===== config.mk =====
export PLATFORM = sky130hd
export DESIGN_NAME = dial_spinner
export DESIGN_NICKNAME = d
export VERILOG_FILES = /design/src/rtl/dial_spinner.sv
export SDC_FILE = /design/constraint.sdc
export NUM_CORES = 1
export LEC_CHECK = 0
export ABC_CLOCK_PERIOD_IN_PS = 5400
export BUFFER_PORTS_ARGS = -buffer_cell sky130_fd_sc_hd__buf_4
export CAP_MARGIN = 20
export CORE_ASPECT_RATIO = 0.9
export CORE_UTILIZATION = 63
export DETAILED_ROUTE_END_ITERATION = 8
export PLACE_DENSITY = 0.87
export SLEW_MARGIN = 5
export SYNTH_ARGS = -nofsm -noshare
export SYNTH_HDL_FRONTEND = slang
export SYNTH_SLANG_ARGS = --single-unit

===== constraint.sdc =====
create_clock -name clk -period 5.4 [get_ports clk]
set_clock_uncertainty 0.2 [all_clocks]
set_input_delay 1.08 -clock clk [delete_from_list [all_inputs] [get_ports clk]]
set_output_delay 1.08 -clock clk [all_outputs]
set_load 0.02 [all_outputs]

===== src/rtl/dial_spinner.sv =====
// dial_spinner: multi-channel rotary dial emulator driven by left/right holds (with repeat
// acceleration) and signed relative deltas. Define DIAL_QUAD_EN to drive Gray-coded quad outputs.
module dial_spinner #(
  parameter int          CHANNELS    = 2,
  parameter int          WIDTH       = 5,
  parameter logic [15:0] STEP_DIV    = 16'd4096,
  parameter int          ACCEL_STEPS = 8,
  parameter int          ACCEL_MAX   = 4
) (
  input  logic                                           clk,
  input  logic                                           RESET,
  input  logic                                           ce,
  input  logic [CHANNELS-1:0]                            move_left,
  input  logic [CHANNELS-1:0]                            move_right,
  input  logic                                           delta_valid,
  input  logic [((CHANNELS > 1) ? $clog2(CHANNELS) : 1)-1:0] delta_ch,
  input  logic [7:0]                                     delta,
  output logic [CHANNELS*WIDTH-1:0]                      dial_out,
  output logic [CHANNELS-1:0]                            dir_out,
  output logic [CHANNELS-1:0]                            quad_a,
  output logic [CHANNELS-1:0]                            quad_b,
  output logic [2*CHANNELS-1:0]                          dbg_state
);

  localparam int CW = (CHANNELS > 1) ? $clog2(CHANNELS) : 1;
  localparam int NW = WIDTH + 8;

  localparam logic [1:0] ST_IDLE  = 2'd0;
  localparam logic [1:0] ST_HOLD  = 2'd1;
  localparam logic [1:0] ST_BLOCK = 2'd2;

  localparam logic [15:0]      RELOAD  = STEP_DIV - 16'd1;
  localparam logic [15:0]      ACC_N   = 16'(ACCEL_STEPS);
  localparam logic [WIDTH-1:0] SPD_MAX = WIDTH'(ACCEL_MAX);
  localparam logic [WIDTH-1:0] SPD_ONE = WIDTH'(1);

  // delta_valid is a single-cycle strobe qualifying delta_ch/delta; it is always accepted
  // (no ready/backpressure), and a strobe addressing a nonexistent channel is dropped.
  for (genvar g = 0; g < CHANNELS; g++) begin : g_ch
    logic [1:0]        r_state;
    logic              r_hdir;
    logic [15:0]       r_timer;
    logic [WIDTH-1:0]  r_speed;
    logic [15:0]       r_sas;
    logic [WIDTH-1:0]  r_count;
    logic              r_dir;

    logic [1:0]        w_state_nx;
    logic              w_hdir_nx;
    logic [15:0]       w_timer_nx;
    logic [WIDTH-1:0]  w_speed_nx;
    logic [15:0]       w_sas_nx;
    logic [WIDTH-1:0]  w_mag;
    logic [NW-1:0]     w_mag_ext;
    logic [NW-1:0]     w_step;
    logic [NW-1:0]     w_dext;
    logic [NW-1:0]     w_net;
    logic [WIDTH-1:0]  w_count_nx;
    logic              w_l;
    logic              w_r;

    assign w_l = move_left[g];
    assign w_r = move_right[g];

    always_comb begin
      w_state_nx = r_state;
      w_hdir_nx  = r_hdir;
      w_timer_nx = r_timer;
      w_speed_nx = r_speed;
      w_sas_nx   = r_sas;
      w_mag      = '0;
      case (r_state)
        ST_IDLE: begin
          if (w_l && w_r) begin
            w_state_nx = ST_BLOCK;
          end else if (w_l ^ w_r) begin
            w_state_nx = ST_HOLD;
            w_hdir_nx  = w_r;
            w_mag      = SPD_ONE;
            w_timer_nx = RELOAD;
            w_speed_nx = SPD_ONE;
            w_sas_nx   = '0;
          end
        end
        ST_HOLD: begin
          if (w_l && w_r) begin
            w_state_nx = ST_BLOCK;
            w_timer_nx = '0;
            w_speed_nx = SPD_ONE;
            w_sas_nx   = '0;
          end else if (!w_l && !w_r) begin
            w_state_nx = ST_IDLE;
            w_timer_nx = '0;
            w_speed_nx = SPD_ONE;
            w_sas_nx   = '0;
          end else if (w_r != r_hdir) begin
            // reversal restarts acceleration with an immediate single step
            w_hdir_nx  = w_r;
            w_mag      = SPD_ONE;
            w_timer_nx = RELOAD;
            w_speed_nx = SPD_ONE;
            w_sas_nx   = '0;
          end else if (ce) begin
            if (r_timer == 16'd0) begin
              w_mag      = r_speed;
              w_timer_nx = RELOAD;
              if (r_sas + 16'd1 == ACC_N) begin
                w_sas_nx = '0;
                if (r_speed < SPD_MAX) w_speed_nx = r_speed + SPD_ONE;
              end else begin
                w_sas_nx = r_sas + 16'd1;
              end
            end else begin
              w_timer_nx = r_timer - 16'd1;
            end
          end
        end
        ST_BLOCK: begin
          if (!(w_l && w_r)) w_state_nx = ST_IDLE;
        end
        default: w_state_nx = ST_IDLE;
      endcase
    end

    // button step and delta are merged into one signed net change
    assign w_mag_ext  = {{(NW-WIDTH){1'b0}}, w_mag};
    assign w_step     = w_hdir_nx ? w_mag_ext : (~w_mag_ext + 1'b1);
    assign w_dext     = (delta_valid && (delta_ch == CW'(g))) ? {{(NW-8){delta[7]}}, delta} : '0;
    assign w_net      = w_step + w_dext;
    assign w_count_nx = r_count + w_net[WIDTH-1:0];

    always_ff @(posedge clk or posedge RESET) begin
      if (RESET) begin
        r_state <= ST_IDLE;
        r_hdir  <= 1'b1;
        r_timer <= '0;
        r_speed <= SPD_ONE;
        r_sas   <= '0;
        r_count <= '0;
        r_dir   <= 1'b1;
      end else begin
        r_state <= w_state_nx;
        r_hdir  <= w_hdir_nx;
        r_timer <= w_timer_nx;
        r_speed <= w_speed_nx;
        r_sas   <= w_sas_nx;
        r_count <= w_count_nx;
        if (w_net != '0) r_dir <= ~w_net[NW-1];
      end
    end

`ifdef DIAL_QUAD_EN
    logic r_qa;
    logic r_qb;
    always_ff @(posedge clk or posedge RESET) begin
      if (RESET) begin
        r_qa <= 1'b0;
        r_qb <= 1'b0;
      end else begin
        r_qa <= w_count_nx[1];
        r_qb <= w_count_nx[1] ^ w_count_nx[0];
      end
    end
    assign quad_a[g] = r_qa;
    assign quad_b[g] = r_qb;
`else
    assign quad_a[g] = 1'b0;
    assign quad_b[g] = 1'b0;
`endif

    assign dial_out[g*WIDTH +: WIDTH] = r_count;
    assign dir_out[g]                 = r_dir;
    assign dbg_state[2*g +: 2]        = r_state;
  end

endmodule

# == Word-level counts from Yosys, hierarchy flattened ==
# Cells that the tools add are included.
# classes
n_addsub,12
mul,0
n_div,0
order_cmp,2
n_eq_ne,26
shift,0
muxes,98
bitwise,7
n_reduce_logical,26
# op_table
cell,count
$mux W16,30
$mux W5,28
$pmux W16 S2,4
$mux W13,4
$ne A5 B5 Y1 const B,8
$pmux W5 S2,4
$add A16 B1 Y16 const B,2
$eq A16 B4 Y1 const B,2
$logic_not A16 Y1,2
$sub A16 B1 Y16 const B,2
$add A13 B1 Y13 const B,2
$add A13 B13 Y13,2
$not A5 Y13,2
$reduce_bool A13 Y1,2
$mux W2,10
$mux W1,14
$reduce_and A7 Y1,2
$ne A2 B2 Y1 const B,6
$ne A3 B3 Y1 const B,4
$pmux W2 S3,2
$add A5 B1 Y5 const B,2
$add A5 B5 Y5,2
$lt A5 B3 Y1 const B,2
$reduce_and A5 Y1,2
other kinds (12),31
# totals
ff_bits,92
latch_bits,0
ramBits,0
rom_bits,0
inputBits,17
out_inout_bits,20
memories,0

# == Depth between registers and ports, before layout ==
# Gate-level depths: netlist of the first run.
# depth
ltp_word,12
depth_mapped,22
ltp_nobuf,21

# == Worst setup path before layout of the first run ==
# Ideal clock, no wire load.
# synth_path
path_kind,input to register
startpoint,input move_left[0]
endpoint,register g_ch[0].r_dir
setup_time_ps,90
arrival_time_ps,4944
required_ps,5110
setup_slack_ps,167
cell_stages,16
cell_sequence,inv_1 > ha_1 > or3b_1 > o21ai_0 > nor2b_1 > inv_1 > ha_1 > nand2_1 > o21ai_0 > fa_1 > xor2_1 > or4_1 > or4_1 > or4_1 > nor3_2 > a31oi_1
# synth_between
elab_chain_len,10
# synth_lines
element,line,rtl
from (decl),13,"input logic [CHANNELS-1:0] move_left,"
$logic_not A1 Y1,91,end else if (!w_l && !w_r) begin
$logic_and A1 B1 Y1,91,
$mux W5,91,
$mux W5,86,if (w_l && w_r) begin
$pmux W5 S2,72,case (r_state)
$not A5 Y13,127,assign w_step = w_hdir_nx ? w_mag_ext : (~w_mag_ext + 1'b1);
$add A13 B1 Y13,127,
$mux W13 *,127,
$add A13 B13 Y13 *,129,assign w_net = w_step + w_dext;
$reduce_bool A13 Y1 / $not A1 Y1 (equally long branches),148,if (w_net != '0) r_dir <= ~w_net[NW-1];
to (signal assigned),148,
to (decl),46,logic r_dir;
# Every way passes the cells marked *; elsewhere a longest branch is shown, timed or not.
# A chain may end at the register's enable or synchronous reset.

# == Worst setup path after layout of the first run ==
# layout_path
startpoint,register g_ch[1].r_timer[0]
endpoint,register g_ch[1].r_dir
# layout_between
elab_chain_len,12
# layout_lines
element,line,rtl
from (decl),42,logic [15:0] r_timer;
from (signal assigned),144,r_timer <= w_timer_nx;
$logic_not A16 Y1 *,104,if (r_timer == 16'd0) begin
$mux W5 *,104,
$mux W5 *,103,end else if (ce) begin
$mux W5 *,96,end else if (w_r != r_hdir) begin
$mux W5 *,91,
$mux W5 *,86,
$pmux W5 S2 *,72,
$not A5 Y13,127,
$add A13 B1 Y13,127,
$mux W13 *,127,
$add A13 B13 Y13 *,129,
$reduce_bool A13 Y1 / $not A1 Y1 (equally long branches),148,
to (signal assigned),148,
to (decl),46,
# Marked as above.

==> impl_metrics.env, run 1 <==
export IMPL_start_kind="flop"
export IMPL_yosysWarnings=0
export IMPL_r2r_start="g_ch[1].r_timer[0]"
export IMPL_rsz0062_at_grt="true"
export IMPL_synth_cells=861
export IMPL_finalHoldViolCount=0
export IMPL_vias=6726
export IMPL_core_area_mm2=0.0109
export IMPL_die_width_um=114
export IMPL_drive_above_1_share=0.116
export IMPL_placementRows=36
export IMPL_viasPerCell=6.40
export IMPL_powerDensity_mw_per_mm2=383
export IMPL_final_cell_mix="o21ai_0 (86), dfrtp_1 (86), nor2_1 (74), nand2_1 (65), a21oi_1 (63)"
export IMPL_diodes=0
export IMPL_die_h_um=103
export IMPL_postCtsSetupBuffers=0
export IMPL_synth_edf_count=0
export IMPL_synth_seq_cells=92
export IMPL_crit_start="g_ch[1].r_timer[0]"
export IMPL_drv_slew=0
export IMPL_grt_ovfl_total=0
export IMPL_synth_top_area_share=0.304
export IMPL_cpPeakStageDelay_ns=0.46
export IMPL_multi_input_area_mm2=0.00445
export IMPL_grt_pass1_wl_mm=28.6
export IMPL_pre_cts_ws_ns=-0.0665
export IMPL_synthArstFlopShare=1.00
export IMPL_grt_pass1_vias=6141
export IMPL_critPathArrivalTime_ns=5.21
export IMPL_hp_class="reg2reg"
export IMPL_fillers=832
export IMPL_postRouteAntennaNets=0
export IMPL_period_needed_ns=5.12
export IMPL_worst_ep_required_time_ns=5.49
export IMPL_ys_top_cells_by_area="dfrtp_1 (30%), ha_1 (8.1%), o21ai_0 (6.2%)"
export IMPL_crit_path_cell_trace="inv_1 > ha_1 > nor3b_2 > nand4_1 > nor4_4 > nand3_1 > a311o_1 > ha_1 > o21a_1 > ha_1 > inv_1 > o21ai_0 > ha_1 > nand3_1 > o211ai_1 > or3_1 > a2111oi_0 > nand3_1 > nor3b_1 > nor2_1"
export IMPL_slew_headroom=0.340
export IMPL_drt_iter0_drc=675
export IMPL_wirelength_mm=16.8
export IMPL_cts_sinks=92
export IMPL_outcome="finished, final reports clean"
export IMPL_netlist_area_mm2=0.00707
export IMPL_worstSetupEndpointType="flop"
export IMPL_start_util=0.651
export IMPL_grt_usage=0.307
export IMPL_io_pins=37
export IMPL_clkLatencyLatePin_ns=0.36
export IMPL_cap_violations=0
export IMPL_cts_root_buffer="clkbuf_16"
export IMPL_max_freq_ghz=0.195
export IMPL_syn_avg_cell_area_um2=8.21
export IMPL_ys_seq_area_frac=0.327
export IMPL_setup_viol=0
export IMPL_dp_hpwl_mm=12.4
export IMPL_nets=961
export IMPL_h_tree_depth=3
export IMPL_crit_type="reg2reg"
export IMPL_worstHoldStart="g_ch[1].r_sas[15]"
export IMPL_synth_distinct_cells=79
export IMPL_post_drt_wl_per_cell_um=16.0
export IMPL_yosysTopAreaCell="dfrtp_1"
export IMPL_vdd_drop_max_mv=0.307
export IMPL_cp_max_fo=5
export IMPL_cts_buffers=9
export IMPL_cts_tree="built"
export IMPL_gp_congestion=0.934
export IMPL_dr_pass1_iters=5
export IMPL_tightest_slew_ns=0.985
export IMPL_clk_pin_slew_worst_paths_ns=0.07
export IMPL_cpMaxStageDelayCell="a2111oi_0"
export IMPL_finalCritPeriodShare=0.949
export IMPL_cts_resized=0
export IMPL_die_area_mm2=0.0117
export IMPL_io_buffer_count=32
export IMPL_fin_tns_setup_ns=0
export IMPL_leakage_uw=0.00342
export IMPL_setup_ws_ns=0.276
export IMPL_cp_common_cell="ha_1"
export IMPL_grt_max_degree=53
export IMPL_clk_path_buf_depth=2
export IMPL_antenna_found_initial=0
export IMPL_seqCellArea_mm2=0.00231
export IMPL_syn2layout_area_growth_pct=10.4
export IMPL_cts_hold_buf=0
export IMPL_drc_errors=0
export IMPL_synth_flop_cell="dfrtp_1"
[critical path, delay by kind of cell, from the launching register on]
kind	cells	cell delay, ns
and+or+nand+nor	9	1.92
adders and majority gates	4	1.04
AOI/OAI and AO/OA	5	1.34
buffers and inverters	2	0.13
DFF	1	0.43
[worst paths after layout]
kind | endpoint | slack (ns) | cells past startpoint
max | g_ch[1].r_dir | 0.28 | 20
min | g_ch[1].r_sas[15] | 0.29 | 1
max reg2reg | g_ch[1].r_dir | 0.28 | 20
min reg2reg | g_ch[1].r_sas[15] | 0.29 | 1
max in group asynchronous | g_ch[1].r_hdir | 3.28 | 3
min in group asynchronous | g_ch[0].r_sas[12] | 0.68 | 2
[where the power goes]
group / switching, µW / internal (µW) / leakage, µW / total [µW]
Clock: 281 / 329 / 0.000139 / 610
Sequential: 183 / 868 / 0.00117 / 1050
Combinational: 775 / 555 / 0.00212 / 1330
Total: 1240 / 1750 / 0.00342 / 2990
[cells by family (layout without fill, tap and decap cells)]
kind of cell,after synthesis,after routing,share of synthesized area
AND/OR/NAND/NOR,340,340,0.255
AO/OA/AOI/OAI,268,268,0.237
flip-flops,92,92,0.327
buffers and inverters,77,112,0.0456
adder cells (fa/ha/maj),50,50,0.0927
XOR/XNOR,25,25,0.0310
multiplexers,8,8,0.0119
other,1,4,0.000530
[sequential cells by signal, summed over array words and instances, names as in the netlist]
name / cells
g_ch.r_hdir: 2
g_ch.r_timer: 32
g_ch.r_sas: 32
g_ch.r_dir: 2
g_ch.r_count: 10
g_ch.r_state: 4
g_ch.r_speed: 10
[synth_stat cells, drive strengths merged, types with 8 or more instances]
cell    count
xnor2      14
nor3       28
nor2       75
nand2      65
o21ai      90
a21o       11
xor2       11
and2       22
and3       17
a22o       12
a21oi      63
a31oi      18
inv        38
nand4      12
o22a        9
nand3      38
nand2b      8
a211oi      8
clkbuf     25
ha         46
nor2b      15
nor4       14
buf        13
dfrtp      86
or3        17
[metal layers]
layer / routed length [µm] / share of wire / GRT usage
met1: 7500 / 0.45 / 0.409
met2: 7930 / 0.47 / 0.501
met3: 1100 / 0.066 / 0.0647
met4: 259 / 0.015 / 0.106
met5: 0 / 0 / 0
[area by class of cell]
class | instances | area share
tap | 152 | 0.0244
inverter | 39 | 0.0189
clock buffer | 12 | 0.0316
multi-input combinational | 695 | 0.570
clock inverter | 4 | 0.00433
timing repair buffer | 57 | 0.0548
sequential | 92 | 0.296
[per-stage QoR]
step                      utilization  hold slack [ns]  instances  total power, µW  instance area [µm²]
after detailed placement        0.693            0.283       1035             2370                 7530
after floorplan                     -            0.238        864             1980                 7080
final                           0.719            0.291       1051             2990                 7810
after CTS                       0.719            0.294       1051             2990                 7810
after global placement          0.693            0.262       1035             2290                 7530
after global routing            0.719            0.317       1051             3210                 7810
No activity file was read; power rests on OpenSTA's default activity.
==> run 2: changes to the inputs <==
ABC_CLOCK_PERIOD_IN_PS = 4800   (was 5400)
CORE_ASPECT_RATIO = 0.5   (was 0.9)
PLACE_DENSITY = 0.91   (was 0.87)
clock period = 4.8 ns   (was 5.4 ns; I/O delays follow)
==> run 2 against run 1 <==
  * Setup slack lost 0.079 ns
  * Combinational power is 23% higher
  * First-iteration DRC count increased by 16%
  * Non-clock buffer count grew 21
  * Critical path type unchanged
  * Count of clock-buffer cells in the layout did not move
  * Highest routed layer unchanged
  * Sequential cell count unchanged
  * Sequential share of layout area fell by 1.2 points
  * Critical path depth down 2
  * Clock power grew 35%
  * Core utilization increased by 5.2 points
  * Total power is 22% higher
==> impl_metrics.env, run 2 (synthesis gave the netlist of run 1 again) <==
export IMPL_syn2layout_area_growth_pct=14.9
export IMPL_fillers=672
export IMPL_h_tree_depth=3
export IMPL_setup_ws_ns=0.197
export IMPL_start_kind="flop"
export IMPL_crit_start="g_ch[0].r_timer[1]"
export IMPL_period_needed_ns=4.60
export IMPL_finalHoldViolCount=0
export IMPL_wirelength_mm=18.2
export IMPL_core_area_mm2=0.0105
export IMPL_cts_hold_buf=0
export IMPL_netSwitchingFraction=0.405
export IMPL_vias=7032
export IMPL_setup_viol=0
export IMPL_postRouteAntennaNets=0
export IMPL_cts_buffers=9
export IMPL_leakage_uw=0.00359
export IMPL_finalCritPeriodShare=0.959
export IMPL_final_cell_mix="dfrtp_1 (86), o21ai_0 (83), buf_4 (77), nor2_1 (73), nand2_1 (65)"
export IMPL_cp_max_fo=4
export IMPL_cts_sinks=92
export IMPL_die_h_um=76.9
export IMPL_power_total_uw=3660
export IMPL_regToRegSetupSlack_ns=0.20
export IMPL_switchingPower_uw=1480
export IMPL_r2r_start="g_ch[0].r_timer[1]"
export IMPL_worstSetupEndpointType="flop"
export IMPL_crit_type="reg2reg"
export IMPL_pwr_share_comb=0.448
export IMPL_drive_above_1_share=0.161
export IMPL_start_util=0.671
export IMPL_post_drt_wl_per_cell_um=17.2
export IMPL_powerDensity_mw_per_mm2=451
export IMPL_die_area_mm2=0.0117
export IMPL_dr_pass1_iters=6
export IMPL_fin_tns_setup_ns=0
export IMPL_worst_ep_required_time_ns=4.87
export IMPL_fin_util=0.771
export IMPL_clk_path_buf_depth=2
export IMPL_final_cells=1060
export IMPL_reg_largest_list="g_ch.r_sas (32), g_ch.r_timer (32)"
export IMPL_p_seq_frac=0.327
export IMPL_grt_pass1_vias=6576
export IMPL_drt_iter0_drc=782
export IMPL_clkLatencyLatePin_ns=0.36
export IMPL_io_pins=37
export IMPL_gp_congestion=0.950
export IMPL_nets=982
export IMPL_cts_tree="built"
export IMPL_antenna_found_initial=0
export IMPL_drc_errors=0
export IMPL_r2r_cells=18
export IMPL_grt_max_degree=39
export IMPL_dp_cells=1041
export IMPL_grt_ovfl_total=0
export IMPL_tightest_slew_ns=0.943
export IMPL_placementRows=26
export IMPL_drv_slew=0
export IMPL_hp_class="reg2reg"
export IMPL_max_freq_ghz=0.217
export IMPL_slew_headroom=0.369
export IMPL_critPathArrivalTime_ns=4.68
export IMPL_dp_hpwl_mm=12.4
export IMPL_crit_end="g_ch[0].r_dir"
export IMPL_layout_commonest_cell="dfrtp_1"
export IMPL_pwr_share_clk=0.225
export IMPL_r2r_end="g_ch[0].r_dir"
export IMPL_pre_cts_ws_ns=-0.145
export IMPL_diodes=0
export IMPL_clk_pin_slew_worst_paths_ns=0.07
export IMPL_die_width_um=152
export IMPL_cap_violations=0
export IMPL_grt_usage=0.309
export IMPL_grt_pass1_wl_mm=30.0
export IMPL_outcome="finished, final reports clean"
export IMPL_viasPerCell=6.63
export IMPL_io_buffer_count=32
export IMPL_cts_root_buffer="clkbuf_16"
export IMPL_intPower_uw=2180
export IMPL_vdd_drop_max_mv=0.343
[run 2: changes by cell type in the layout (fill, tap and decap cells not counted), sizes merged]
cell,before,now
clkinv,5,3
buf,57,78
bufinv,0,2
[run 2: timing repair]
item	in CTS	in global routing
endpoints found under the setup margin	0	3
hold endpoints to repair	0	0
resized for setup	0	21
buffers inserted	0	3
[run 2: per-stage QoR]
stage | hold slack, ns | area (µm²)
after floorplan | 0.238 | 7140
after global placement | 0.266 | 7690
after detailed placement | 0.266 | 7690
after CTS | 0.280 | 8030
after global routing | 0.323 | 8130
final | 0.282 | 8130
[run 2: worst max-delay path, stage by stage (launching register included)]
cell and delay (ns):
dfrtp_1 0.41, inv_2 0.10, ha_4 0.16, nor4b_4 0.23
buf_4 0.17, and4_4 0.22, a31oi_1 0.11, o21ai_2 0.15
nor2b_4 0.16, inv_1 0.07, ha_1 0.27, nand2_1 0.05
o21ai_2 0.08, fa_2 0.48, or4_1 0.52, or4_1 0.50
or4_1 0.42, nor3_2 0.12, a31oi_1 0.09
[run 2: layer usage]
metal,share of wire,vias up,track usage,routed length [µm]
li1,-,3272,-,-
met1,0.42,3400,0.388,7710
met2,0.48,292,0.541,8820
met3,0.065,68,0.0611,1180
met4,0.029,0,0.0940,524
met5,0,-,0,0
[run 2: cell type report]
type / count / area (µm²) / area share
clock inverter: 4 / 77.6 / 0.00955
timing repair buffer: 78 / 589 / 0.0725
clock buffer: 12 / 267 / 0.0328
multi-input combinational: 695 / 4560 / 0.561
tap: 140 / 175 / 0.0216
inverter: 39 / 149 / 0.0183
sequential: 92 / 2310 / 0.284
[run 2: worst min-delay path by stage]
stage	to	cells past startpoint	slack (ns)	start
final	g_ch[1].r_sas[15]	1	0.28	g_ch[1].r_sas[15]
after floorplan	g_ch[1].r_sas[15]	1	0.24	g_ch[1].r_sas[15]
after CTS	g_ch[1].r_sas[15]	1	0.28	g_ch[1].r_sas[15]
after global routing	g_ch[1].r_timer[13]	1	0.32	g_ch[1].r_timer[13]
after global placement	g_ch[1].r_sas[15]	1	0.27	g_ch[1].r_sas[15]
after detailed placement	g_ch[1].r_sas[15]	1	0.27	g_ch[1].r_sas[15]
[run 2: power groups by stage]
stage	combinational [µW]	sequential [µW]	clock (µW)
finish	1640	1200	824
global route	1810	1220	855
CTS	1560	1180	824
detailed placement	1540	1190	0
global placement	1460	1180	0
floorplan	1050	1200	0
